<file path="src/rtl/matrix_store.sv">
// Write-back stage for 4x4 matrix results: captures a packed 16x16-bit matrix
// on start and streams its elements as address/data beats over valid/ready.
module matrix_store #(
  parameter int ADDR_W = 8
) (
  input  logic              clk,
  input  logic              reset,
  input  logic              start,
  input  logic [255:0]      m_in,
  input  logic [ADDR_W-1:0] base_addr,
  input  logic              col_major,
  output logic              busy,
  output logic              wr_valid,
  input  logic              wr_ready,
  output logic [ADDR_W-1:0] wr_addr,
  output logic [15:0]       wr_data,
  output logic              done
);

  typedef enum logic [1:0] {
    IDLE = 2'd0,
    SEND = 2'd1,
    DONE = 2'd2
  } state_t;

  state_t            state;
  logic [255:0]      mat;
  logic [ADDR_W-1:0] base;
  logic              cm;
  logic [3:0]        idx;
  logic [3:0]        idx_nxt;

  assign idx_nxt = idx + 4'd1;

  // Beat index -> element (r,c); element (r,c) sits at bit offset (r*4+c)*16.
  function automatic logic [15:0] elem_at(input logic [255:0] m,
                                          input logic [3:0]   i,
                                          input logic         colm);
    logic [1:0] r;
    logic [1:0] c;
    logic [7:0] lsb;
    if (colm) begin
      c = i[3:2];
      r = i[1:0];
    end else begin
      r = i[3:2];
      c = i[1:0];
    end
    lsb = {r, c, 4'b0000};
    return m[lsb +: 16];
  endfunction

  // Single FSM with registered outputs; next beat's addr/data are prepared
  // on acceptance so the outputs hold stable through any stall.
  always_ff @(posedge clk) begin
    if (reset) begin
      state    <= IDLE;
      mat      <= 256'd0;
      base     <= '0;
      cm       <= 1'b0;
      idx      <= 4'd0;
      busy     <= 1'b0;
      wr_valid <= 1'b0;
      wr_addr  <= '0;
      wr_data  <= 16'd0;
      done     <= 1'b0;
    end else begin
      case (state)
        IDLE: begin
          done <= 1'b0;
          if (start) begin
            mat      <= m_in;
            base     <= base_addr;
            cm       <= col_major;
            idx      <= 4'd0;
            state    <= SEND;
            busy     <= 1'b1;
            wr_valid <= 1'b1;
            wr_addr  <= base_addr;
            wr_data  <= m_in[15:0];  // element (0,0) leads in either order
          end
        end
        SEND: begin
          if (wr_ready) begin
            if (idx == 4'd15) begin
              state    <= DONE;
              wr_valid <= 1'b0;
              wr_addr  <= '0;
              wr_data  <= 16'd0;
              done     <= 1'b1;
            end else begin
              idx     <= idx_nxt;
              wr_addr <= base + ADDR_W'(idx_nxt);
              wr_data <= elem_at(mat, idx_nxt, cm);
            end
          end
        end
        DONE: begin
          state <= IDLE;
          busy  <= 1'b0;
          done  <= 1'b0;
          idx   <= 4'd0;
        end
        default: begin
          state    <= IDLE;
          busy     <= 1'b0;
          wr_valid <= 1'b0;
          wr_addr  <= '0;
          wr_data  <= 16'd0;
          done     <= 1'b0;
        end
      endcase
    end
  end

endmodule

</file>
<file path="config.mk">
export PLATFORM = sky130hd
export DESIGN_NAME = matrix_store
export DESIGN_NICKNAME = d
export VERILOG_FILES = /design/src/rtl/matrix_store.sv
export SDC_FILE = /design/constraint.sdc
export NUM_CORES = 1
export LEC_CHECK = 0
export CORE_MARGIN = 2
export CORE_UTILIZATION = 36
export DETAILED_ROUTE_END_ITERATION = 8
export PLACE_DENSITY = 0.69
export SLEW_MARGIN = 25
export SYNTH_ARGS = -nofsm -noshare
export SYNTH_HDL_FRONTEND = slang
export SYNTH_SLANG_ARGS = --single-unit
</file>
<file path="constraint.sdc">
create_clock -name clk -period 2.2 [get_ports clk]
set_clock_uncertainty 0.2 [all_clocks]
set_input_delay 0.66 -clock clk [delete_from_list [all_inputs] [get_ports clk]]
set_output_delay 0.66 -clock clk [all_outputs]
set_load 0.02 [all_outputs]
</file>
==> load_flow_metrics.sql, run 1 <==
INSERT INTO impl_metrics (metric_group, metric, value, unit) VALUES
('clock_network', 'tritoncts.num_buffers', '31', ''),
('final_layout', 'layout.cells.most_common', 'nand2_1', ''),
('global_routing', 'grt_pass1_wl', '70.9', 'mm'),
('sta', 'fmax', '411', 'MHz'),
('global_routing', 'number_of_antenna_violations_at_the_first_check_in_global_routing', '6', ''),
('final_layout', 'sequential_area', '5970', 'µm²'),
('yosys', 'synthesis.area', '12900', 'µm²'),
('sta', 'final_hold_viol_count', '0', ''),
('worst_setup_path', 'rr_endpoint', 'wr_data[6]', ''),
('worst_setup_path', 'setup.reg_to_reg.worst_slack', '-0.23', 'ns'),
('clock_network', 'cts_tree', 'done', ''),
('clock_network', 'cts.sink_count', '298', ''),
('yosys', 'main_combinational_cell_family_by_area_after_synthesis', 'simple AND/OR/NAND/NOR gates', ''),
('detailed_routing', 'first_iter_violations', '881', ''),
('clock_network', 'worstSkewPairLatency', '0.56', 'ns'),
('worst_hold_path', 'min-delay-path-class', 'reg -> reg', ''),
('detailed_routing', 'routedWlPerCell', '19.1', 'µm'),
('place', 'finalWeightedCongestion', '0.887', ''),
('place', 'place.detailed.hpwl', '32.9', 'mm'),
('pwr', 'power.leakage', '8.11', 'nW'),
('worst_setup_path', 'timing.reg2reg.worst_path_depth', '11', ''),
('detailed_routing', 'detail_route.first_pass.iterations', '5', ''),
('final_layout', 'layout-drive-gt1-share', '0.195', ''),
('worst_setup_path', 'worstSetupStartpointType', 'register', ''),
('yosys', 'synth_compound_area_frac', '0.159', ''),
('clock_network', 'cts_htree_levels', '1', ''),
('worst_hold_path', 'endpoint_of_the_worst_hold_path', 'wr_addr[3]', ''),
('final_layout', 'final_cell_mix', '548 x nand2_1, 295 x dfxtp_1, 278 x a21oi_1', ''),
('worst_setup_path', 'worst_r2r_startpoint', 'idx[1]', ''),
('clock_network', 'max-clock-path-buffers', '3', ''),
('yosys', 'net_count_synth', '1867', ''),
('pwr', 'power_density_cells', '701', 'nW/µm²'),
('yosys', 'synth_top_cell_by_area', 'dfxtp_1', ''),
('worst_setup_path', 'required_time_of_the_critical_path', '2.48', 'ns'),
('final_layout', 'final_core_utilization', '0.577', ''),
('pwr', 'vdd_ir_drop_max', '0.000542', 'V'),
('yosys', 'synthXorXnorAreaFrac', '0.00475', ''),
('sta', 'setup_violating_endpoint_count_in_the_final_report', '17', ''),
('floorplan', 'die_height', '193', 'µm'),
('worst_hold_path', 'worstHoldPathCells', '2', ''),
('yosys', 'synth_simple_gate_area_share', '0.172', ''),
('place', 'numPortBuffers', '295', ''),
('floorplan', 'die_w', '193', 'µm'),
('final_layout', 'multi_input_area', '7660', 'µm²'),
('yosys', 'synthDominantCellAreaShare', '0.462', ''),
('outcome', 'outcome', 'finished with violations', ''),
('floorplan', 'initial_utilization', '0.364', ''),
('floorplan', 'top_level_ports', '296', ''),
('sta', 'final.min_clock_period', '2.43', 'ns'),
('yosys', 'avgSynthCellArea', '8.11', 'µm²'),
('global_routing', 'grt_pass1_vias', '12500', ''),
('yosys', 'post_synth_mux_area_share', '0.151', ''),
('sta', 'timing.final.crit_share', '1.11', ''),
('yosys', 'synth_cell_types', '36', ''),
('floorplan', 'rows', '69', ''),
('global_routing', 'track_usage', '0.240', ''),
('pwr', 'report.power.total', '14.4', 'mW'),
('outcome', 'failed_checks', 'negative setup slack', ''),
('clock_network', 'ctsHoldBuffers', '0', ''),
('detailed_routing', 'drt_wl_total', '46.7', 'mm'),
('flow_run', 'max_cap_viol_count', '0', ''),
('sta', 'setup_repair_after_global_routing_missed_its_margin', 'yes', ''),
('worst_setup_path', 'crit_path_end_kind', 'register', ''),
('place', 'dp_worst_slack', '-0.602', 'ns'),
('floorplan', 'core-area', '35500', 'µm²'),
('detailed_routing', 'drcViolationCount', '0', ''),
('worst_setup_path', 'crit_type', 'reg -> reg', ''),
('floorplan', 'die_area', '37400', 'µm²'),
('detailed_routing', 'vias_per_cell', '5.19', ''),
('yosys', 'synth-seq-area-share', '0.462', ''),
('sta', 'setup_ws', '-0.234', 'ns');
[power by group]
group / total, mW / leakage (nW) / internal (mW) / switching [mW]
combinational: 2.95 / 5.15 / 1.57 / 1.38
clock: 5.41 / 0.514 / 3.25 / 2.16
sequential: 5.99 / 2.45 / 5.74 / 0.257
[cell families after synthesis]
group,Yosys count
simple gates,580
compound gates,372
flops,298
mux,195
buf+inv,134
xor+xnor,7
fa+ha+maj,6
[Yosys cell counts]
cell type,instances
and2b_1,1
o22ai_1,32
nor2_1,13
o21a_1,2
nand3_1,4
o31ai_1,7
clkbuf_1,74
o31ai_2,9
fa_1,1
inv_1,9
and2_1,1
a22oi_1,22
a21oi_1,281
xnor2_1,3
mux2_2,1
buf_6,1
nand2_1,549
nor3_1,3
dfxtp_1,298
a31oi_1,1
o21ai_0,12
mux2i_1,194
and3_1,1
o21ai_1,2
or2_2,1
buf_2,43
a21o_1,3
buf_4,3
or3_1,3
a32oi_1,1
nor2b_1,2
nand2b_1,1
ha_1,5
buf_1,4
nand4b_1,1
xor2_1,4
[final cells by class]
type	instances	share of cell area
Clock buffer	52	0.0481
Antenna cell	4	0.000489
Inverter	9	0.00177
Timing Repair Buffer	462	0.251
Clock inverter	4	0.00367
Sequential cell	298	0.292
Multi-Input combinational cell	1160	0.375
Tap cell	461	0.0282
[critical path: stages, from the launching register on]
cell     delay (ns)
dfxtp_4        0.35
ha_4           0.17
xor2_4         0.16
o21ai_4        0.15
buf_12         0.16
buf_12         0.15
buf_12         0.13
buf_16         0.16
mux2i_1        0.08
mux2i_1        0.28
o22ai_1        0.13
o31ai_2        0.21
[worst max path at each step]
stage                     cells after the start           to   start  slack [ns]
after floorplan                               8  wr_data[10]   start       -0.16
after global placement                        7   wr_data[1]   start       -0.58
after detailed placement                      7  wr_data[12]   start       -0.60
after CTS                                    11   wr_data[5]  idx[1]       -0.20
after global routing                         11   wr_data[5]  idx[1]       -0.32
final                                        11   wr_data[6]  idx[1]       -0.23
[stage by stage]
stage	hold WS, ns	TNS (ns)	std cells	area [µm²]
floorplan	0.236	-1.71	1592	12900
detailed placement	0.246	-31.14	2339	17200
CTS	0.255	-2.66	2441	20100
global route	0.269	-4.11	2450	20500
finish	0.249	-2.90	2450	20500
global placement	0.240	-24.08	2339	17200
[per-layer routing]
metal	up-vias	share of wire	global-route usage
li1	6124	-	-
met4	4	0.030	0.0783
met5	-	0.00049	0
met2	491	0.49	0.405
met3	74	0.068	0.0432
met1	6014	0.42	0.310
[state kept, by name (all words and copies together) (netlist names)]
signal,flops
mat,256
cm,1
state,2
busy,1
idx,4
done,1
wr_valid,1
wr_data,16
wr_addr,8
base,8
[what timing repair did]
item                       in CTS  in global routing
cloned                         10                  1
setup endpoints to repair      48                 26
pin swaps                      32                 37
gates resized for setup       253                 62
buffers inserted               41                  7
No activity file was read; power rests on OpenSTA's default activity.
==> run 2: changes to the inputs <==
--- a/config.mk
+++ b/config.mk
@@ -8,8 +8,11 @@
 export CORE_MARGIN = 2
 export CORE_UTILIZATION = 36
 export DETAILED_ROUTE_END_ITERATION = 8
+export GPL_TIMING_DRIVEN = 0
 export PLACE_DENSITY = 0.69
+export SKIP_LAST_GASP = 1
 export SLEW_MARGIN = 25
 export SYNTH_ARGS = -nofsm -noshare
 export SYNTH_HDL_FRONTEND = slang
 export SYNTH_SLANG_ARGS = --single-unit
+export TNS_END_PERCENT = 20
==> run 2 against run 1 <==
The flow still finishes with violations (negative setup slack). Setup slack worse by 0.022 ns. Final area down 9.9%. Utilization fell by 5.7 points. Hold slack got worse by 0.00069 ns. Maximum frequency is 0.91% lower. Global-route usage grew 1.6 points. Flip-flop and latch count did not move. Largest power group unchanged.
==> load_flow_metrics.sql, run 2 (synthesis gave the netlist of run 1 again) <==
INSERT INTO impl_metrics (metric_group, metric, value, unit) VALUES
('global_routing', 'grt_pass1_vias', '12600', ''),
('pwr', 'report.power.total', '13.8', 'mW'),
('outcome', 'outcome', 'finished with violations', ''),
('sta', 'final.min_clock_period', '2.46', 'ns'),
('worst_hold_path', 'hold_path_start', 'wr_addr[6]', ''),
('sta', 'timing.final.crit_share', '1.12', ''),
('clock_network', 'tritoncts.num_buffers', '31', ''),
('worst_setup_path', 'critical_path.max_stage_delay', '0.63', 'ns'),
('sta', 'final_hold_viol_count', '0', ''),
('worst_setup_path', 'crit_path_buffers_inverters', '1', ''),
('worst_hold_path', 'min-delay-path-class', 'reg -> reg', ''),
('sta', 'totalNegativeSetupSlack', '-8.61', 'ns'),
('final_layout', 'fin_nets', '2208', ''),
('final_layout', 'area_growth_syn_to_layout', '42.7', '%'),
('floorplan', 'rows', '69', ''),
('worst_setup_path', 'worst-endpoint-arrival', '1.60', 'ns'),
('worst_setup_path', 'worstSetupStartpoint', 'wr_data[14]', ''),
('detailed_routing', 'routedWlPerCell', '20.7', 'µm'),
('final_layout', 'final_cell_mix', '549 x nand2_1, 295 x dfxtp_1, 290 x clkdlybuf4s50_1', ''),
('worst_setup_path', 'critical_path.cell_chain', 'clkdlybuf4s50_1', ''),
('sta', 'setup_ws', '-0.257', 'ns'),
('worst_setup_path', 'crit_path_end_kind', 'output pin', ''),
('place', 'finalWeightedCongestion', '0.965', ''),
('worst_setup_path', 'worstSetupStartpointType', 'register', ''),
('worst_setup_path', 'timing.critical_path.max_delay_family', 'buffers and inverters', ''),
('outcome', 'failed_checks', 'negative setup slack', ''),
('clock_network', 'cts.sink_count', '298', ''),
('final_layout', 'multi_input_area', '6890', 'µm²'),
('floorplan', 'die_w', '193', 'µm'),
('clock_network', 'max-clock-path-buffers', '3', ''),
('flow_run', 'max_cap_viol_count', '0', ''),
('pwr', 'power_density_cells', '750', 'nW/µm²'),
('final_layout', 'reg.largest.list', 'mat x256, wr_data x16', ''),
('final_layout', 'largest_register_ff_count', '256', ''),
('floorplan', 'die_height', '193', 'µm'),
('detailed_routing', 'drt_wl_total', '50.0', 'mm'),
('clock_network', 'ctsHoldBuffers', '0', ''),
('floorplan', 'die_area', '37400', 'µm²'),
('detailed_routing', 'drcViolationCount', '0', ''),
('floorplan', 'core-area', '35500', 'µm²'),
('sta', 'worst-slew-pin-transition', '0.807', 'ns'),
('sta', 'timing.final.max_slew_violations', '0', ''),
('clock_network', 'worstSkewPairLatency', '0.56', 'ns'),
('global_routing', 'grt_pass1_wl', '73.6', 'mm'),
('final_layout', 'layout-drive-gt1-share', '0.127', ''),
('detailed_routing', 'detailroute.via_count', '12800', ''),
('detailed_routing', 'first_iter_violations', '1149', ''),
('pwr', 'vdd_ir_drop_max', '0.000534', 'V'),
('detailed_routing', 'vias_per_cell', '5.29', ''),
('floorplan', 'top_level_ports', '296', ''),
('detailed_routing', 'ant_nets', '0', ''),
('final_layout', 'nFillCells', '3302', ''),
('worst_setup_path', 'required_time_of_the_critical_path', '1.34', 'ns'),
('place', 'dp_worst_slack', '-1.05', 'ns'),
('final_layout', 'insertedDiodeCount', '0', ''),
('worst_setup_path', 'crit_type', 'reg -> out', ''),
('final_layout', 'max_flop_register', 'mat', ''),
('final_layout', 'layout.cells.most_common', 'nand2_1', ''),
('clock_network', 'cts.reportedPaths.clkPinSlew', '0.06', 'ns'),
('sta', 'setup_repair_after_global_routing_missed_its_margin', 'yes', ''),
('clock_network', 'cts_tree', 'done', ''),
('floorplan', 'initial_utilization', '0.364', ''),
('global_routing', 'grt_start_max_net_pins', '15', ''),
('clock_network', 'cts_htree_levels', '1', ''),
('place', 'place.detailed.hpwl', '38.0', 'mm'),
('global_routing', 'overflow', '0', ''),
('worst_setup_path', 'crit_slowest_cell', 'clkdlybuf4s50_1', ''),
('sta', 'maxSlewHeadroom', '0.462', ''),
('worst_setup_path', 'worst_r2r_startpoint', 'idx[0]', ''),
('sta', 'setup_violating_endpoint_count_in_the_final_report', '45', ''),
('final_layout', 'sequential_area', '5970', 'µm²'),
('global_routing', 'track_usage', '0.256', ''),
('pwr', 'power.leakage', '7.60', 'nW'),
('worst_setup_path', 'path_max_fanout', '2', ''),
('place', 'numPortBuffers', '294', ''),
('clock_network', 'ctsRootBufferMaster', 'clkbuf_16', ''),
('final_layout', 'final_core_utilization', '0.519', ''),
('detailed_routing', 'detail_route.first_pass.iterations', '5', ''),
('global_routing', 'number_of_antenna_violations_at_the_first_check_in_global_routing', '0', ''),
('sta', 'fmax', '407', 'MHz');
==> run 2: per-layer routing <==
layer	vias up	GRT usage	wire length, µm
met5	-	0	0
met4	0	0.134	2730
met3	140	0.0453	3620
met2	536	0.402	22300
met1	6057	0.337	21300
li1	6058	-	-
==> run 2: cell type report <==
type	count	share of cell area
clock inverters	9	0.00652
plain buffers	124	0.0452
multi-input cells	1160	0.374
clock buffers	47	0.0486
flip-flops and latches	298	0.324
repair buffers	309	0.168
well taps	461	0.0313
inverters	9	0.00197
==> run 2: power breakdown <==
part,internal (mW),switching [mW],leakage (nW)
Clock,3.14,2.20,0.503
Sequential,5.74,0.213,2.45
Combinational,1.18,1.35,4.65
Total,10.1,3.76,7.60
==> run 2: timing repair <==
item,4_1_cts,5_1_grt
pin swaps,3,12
resized for setup,176,71
cloned,2,1
buffers inserted,9,3
setup endpoints to repair,320,313
endpoints found under the hold margin,0,0
==> run 2: final timing paths <==
| check | to | slack, ns | cells past startpoint |
|---|---|---|---|
| setup / recovery | wr_data[14] | -0.26 | 1 |
| hold / removal | wr_addr[6] | 0.25 | 2 |
| setup reg to reg | wr_data[1] | -0.24 | 9 |
| hold reg to reg | wr_addr[6] | 0.25 | 2 |
==> run 2: through the flow <==
step | hold WS (ns) | instances | cell area [µm²]
2_1_floorplan | 0.236 | 1592 | 12900
3_3_place_gp | 0.241 | 2347 | 16400
3_5_place_dp | 0.242 | 2347 | 16400
4_1_cts | 0.255 | 2414 | 18200
5_1_grt | 0.269 | 2417 | 18400
6_report | 0.248 | 2417 | 18400
==> run 3: changes to the inputs <==
--- a/config.mk
+++ b/config.mk
@@ -5,7 +5,7 @@
 export SDC_FILE = /design/constraint.sdc
 export NUM_CORES = 1
 export LEC_CHECK = 0
-export CORE_MARGIN = 2
+export CORE_MARGIN = 4
 export CORE_UTILIZATION = 36
 export DETAILED_ROUTE_END_ITERATION = 8
 export GPL_TIMING_DRIVEN = 0
==> run 3 against run 2 <==
The flow still finishes with violations (negative setup slack). Final area up 4.1%. Clock-buffer cell count down 1. Wire length up 2.1%. Flip-flop and latch count unchanged. Largest cell class unchanged. Highest routed layer unchanged.
==> load_flow_metrics.sql, run 3 (synthesis gave the netlist of run 1 again) <==
INSERT INTO impl_metrics (metric_group, metric, value, unit) VALUES
('flow_run', 'max_cap_viol_count', '0', ''),
('worst_setup_path', 'crit_path_end_kind', 'register', ''),
('global_routing', 'number_of_antenna_violations_at_the_first_check_in_global_routing', '1', ''),
('detailed_routing', 'drcViolationCount', '0', ''),
('sta', 'totalNegativeSetupSlack', '-6.74', 'ns'),
('place', 'dp_worst_slack', '-1.06', 'ns'),
('clock_network', 'ctsRootBufferMaster', 'clkbuf_16', ''),
('worst_hold_path', 'hold_path_start', 'mat[41]', ''),
('floorplan', 'top_level_ports', '296', ''),
('global_routing', 'grt_pass1_wl', '73.5', 'mm'),
('final_layout', 'max_flop_register', 'mat', ''),
('global_routing', 'met1_usage', '0.320', ''),
('worst_setup_path', 'path_max_fanout', '6', ''),
('detailed_routing', 'drt_wl_total', '51.0', 'mm'),
('place', 'finalWeightedCongestion', '0.939', ''),
('worst_setup_path', 'setup.reg_to_reg.worst_slack', '-0.22', 'ns'),
('clock_network', 'cts.sink_count', '298', ''),
('clock_network', 'tritoncts.num_buffers', '34', ''),
('pwr', 'power_density_cells', '760', 'nW/µm²'),
('floorplan', 'die_w', '197', 'µm'),
('place', 'place.detailed.hpwl', '38.7', 'mm'),
('final_layout', 'layout.cells.most_common', 'nand2_1', ''),
('global_routing', 'overflow', '0', ''),
('worst_setup_path', 'timing.reg2reg.worst_path_depth', '9', ''),
('clock_network', 'cts.reportedPaths.clkPinSlew', '0.06', 'ns'),
('outcome', 'failed_checks', 'negative setup slack', ''),
('worst_hold_path', 'worstHoldPathCells', '2', ''),
('global_routing', 'grt_pass1_vias', '12500', ''),
('global_routing', 'track_usage', '0.247', ''),
('outcome', 'outcome', 'finished with violations', ''),
('floorplan', 'core-area', '35500', 'µm²'),
('pwr', 'vdd_ir_drop_max', '0.000499', 'V'),
('worst_hold_path', 'min-delay-path-class', 'reg -> reg', ''),
('sta', 'timing.final.crit_share', '1.10', ''),
('place', 'numPortBuffers', '294', ''),
('worst_setup_path', 'worst_r2r_startpoint', 'idx[0]', ''),
('sta', 'worst-slew-pin-transition', '0.765', 'ns'),
('final_layout', 'nFillCells', '3170', ''),
('detailed_routing', 'detail_route.first_pass.iterations', '5', ''),
('floorplan', 'die_area', '39000', 'µm²'),
('detailed_routing', 'routedWlPerCell', '21.0', 'µm'),
('sta', 'timing.final.max_slew_violations', '0', ''),
('sta', 'setup_violating_endpoint_count_in_the_final_report', '44', ''),
('global_routing', 'grt_start_max_net_pins', '14', ''),
('clock_network', 'ctsHoldBuffers', '0', ''),
('floorplan', 'die_height', '197', 'µm'),
('sta', 'maxSlewHeadroom', '0.490', ''),
('worst_setup_path', 'crit_type', 'reg -> reg', ''),
('worst_setup_path', 'worst-endpoint-arrival', '2.61', 'ns'),
('sta', 'setup_repair_after_global_routing_missed_its_margin', 'yes', ''),
('final_layout', 'layout-drive-gt1-share', '0.160', ''),
('sta', 'fmax', '413', 'MHz'),
('sta', 'final_hold_viol_count', '0', ''),
('detailed_routing', 'first_iter_violations', '924', ''),
('worst_setup_path', 'rr_endpoint', 'wr_data[6]', ''),
('floorplan', 'rows', '69', ''),
('sta', 'final.min_clock_period', '2.42', 'ns'),
('worst_setup_path', 'required_time_of_the_critical_path', '2.39', 'ns'),
('final_layout', 'final_cell_mix', '547 x nand2_1, 295 x dfxtp_1, 292 x clkdlybuf4s50_1', ''),
('global_routing', 'top_usage_layer', 'met2', ''),
('clock_network', 'worstSkewPairLatency', '0.52', 'ns'),
('final_layout', 'reg.largest.list', 'mat x256, wr_data x16', ''),
('sta', 'setup_ws', '-0.219', 'ns'),
('detailed_routing', 'vias_per_cell', '5.28', ''),
('global_routing', 'use_met2', '0.406', ''),
('global_routing', 'grt_use_met3', '0.0491', ''),
('clock_network', 'cts_tree', 'done', ''),
('final_layout', 'area_growth_syn_to_layout', '48.6', '%'),
('worst_hold_path', 'endpoint_of_the_worst_hold_path', 'mat[41]', ''),
('clock_network', 'cts_htree_levels', '2', ''),
('clock_network', 'max-clock-path-buffers', '3', ''),
('detailed_routing', 'detailroute.via_count', '12800', ''),
('detailed_routing', 'ant_nets', '0', ''),
('worst_setup_path', 'worstSetupStartpointType', 'register', ''),
('pwr', 'power.leakage', '7.55', 'nW'),
('sta', 'whs', '0.251', 'ns'),
('final_layout', 'fin_nets', '2218', ''),
('floorplan', 'initial_utilization', '0.364', ''),
('final_layout', 'largest_register_ff_count', '256', '');
## run 3: changes by cell type in the layout (fill, tap and decap cells not counted), moves of 5 or more
| cell | change |
|---|---|
| buf_12 | +8 |
| buf_6 | +7 |
| buf_8 | -7 |
| clkbuf_1 | -5 |
| mux2i_1 | -41 |
| mux2i_2 | +7 |
| mux2i_4 | +34 |
## run 3: layout make-up
class,count,area (µm²),share of cell area
inverter,9,38.8,0.00202
clock inverter,12,175,0.00913
tap,461,577,0.0301
buffer,123,851,0.0443
antenna,1,2.50,0.000130
clock buffer,46,987,0.0515
sequential,298,5970,0.311
multi-input combinational,1160,7400,0.386
timing repair buffer,317,3180,0.166
## run 3: worst max path at each step
stage | from | end | slack [ns] | cells after the start
after floorplan | start | wr_data[10] | -0.16 | 8
after global placement | start | mat[173] | -1.04 | 7
after detailed placement | start | mat[173] | -1.06 | 7
after CTS | idx[0] | wr_data[3] | -0.20 | 10
after global routing | idx[0] | wr_data[6] | -0.25 | 9
final | idx[0] | wr_data[6] | -0.22 | 9
## run 3: stage by stage
stage | cells | power, mW | instance area (µm²) | util
after floorplan | 1592 | 7.13 | 12900 | -
after global placement | 2347 | 8.25 | 16400 | 0.463
after detailed placement | 2347 | 8.29 | 16400 | 0.463
after CTS | 2413 | 14.4 | 18600 | 0.524
after global routing | 2426 | 15.0 | 19200 | 0.541
final | 2427 | 14.6 | 19200 | 0.541
## run 3: worst max-delay path, cell delays in order (launching register included)
cell     delay (ns)
dfxtp_4        0.36
ha_4           0.18
xor2_4         0.17
o21ai_4        0.23
buf_8          0.20
buf_12         0.16
mux2i_2        0.34
mux2i_4        0.17
o22ai_1        0.21
o31ai_2        0.08
## run 3: per-layer routing
metal	vias up	share of wire	wire length (µm)
met2	540	0.47	23900
li1	6091	-	-
met3	122	0.080	4080
met4	0	0.043	2210
met1	6063	0.41	20800
met5	-	0	0
## run 3: report_power, final
part	leakage [nW]	switching, mW	internal, mW	total [mW]
Combinational	4.54	1.40	1.28	2.68
Clock	0.564	2.30	3.62	5.92
Sequential	2.45	0.242	5.74	5.98
Total	7.55	3.94	10.6	14.6
## run 3: timing repair
action                                 4_1_cts  5_1_grt
setup buffers                                7       13
setup endpoints to repair                  320      314
cloned                                       2        2
endpoints found under the hold margin        0        0
resized for setup                          220      119
pin swaps                                    5       18
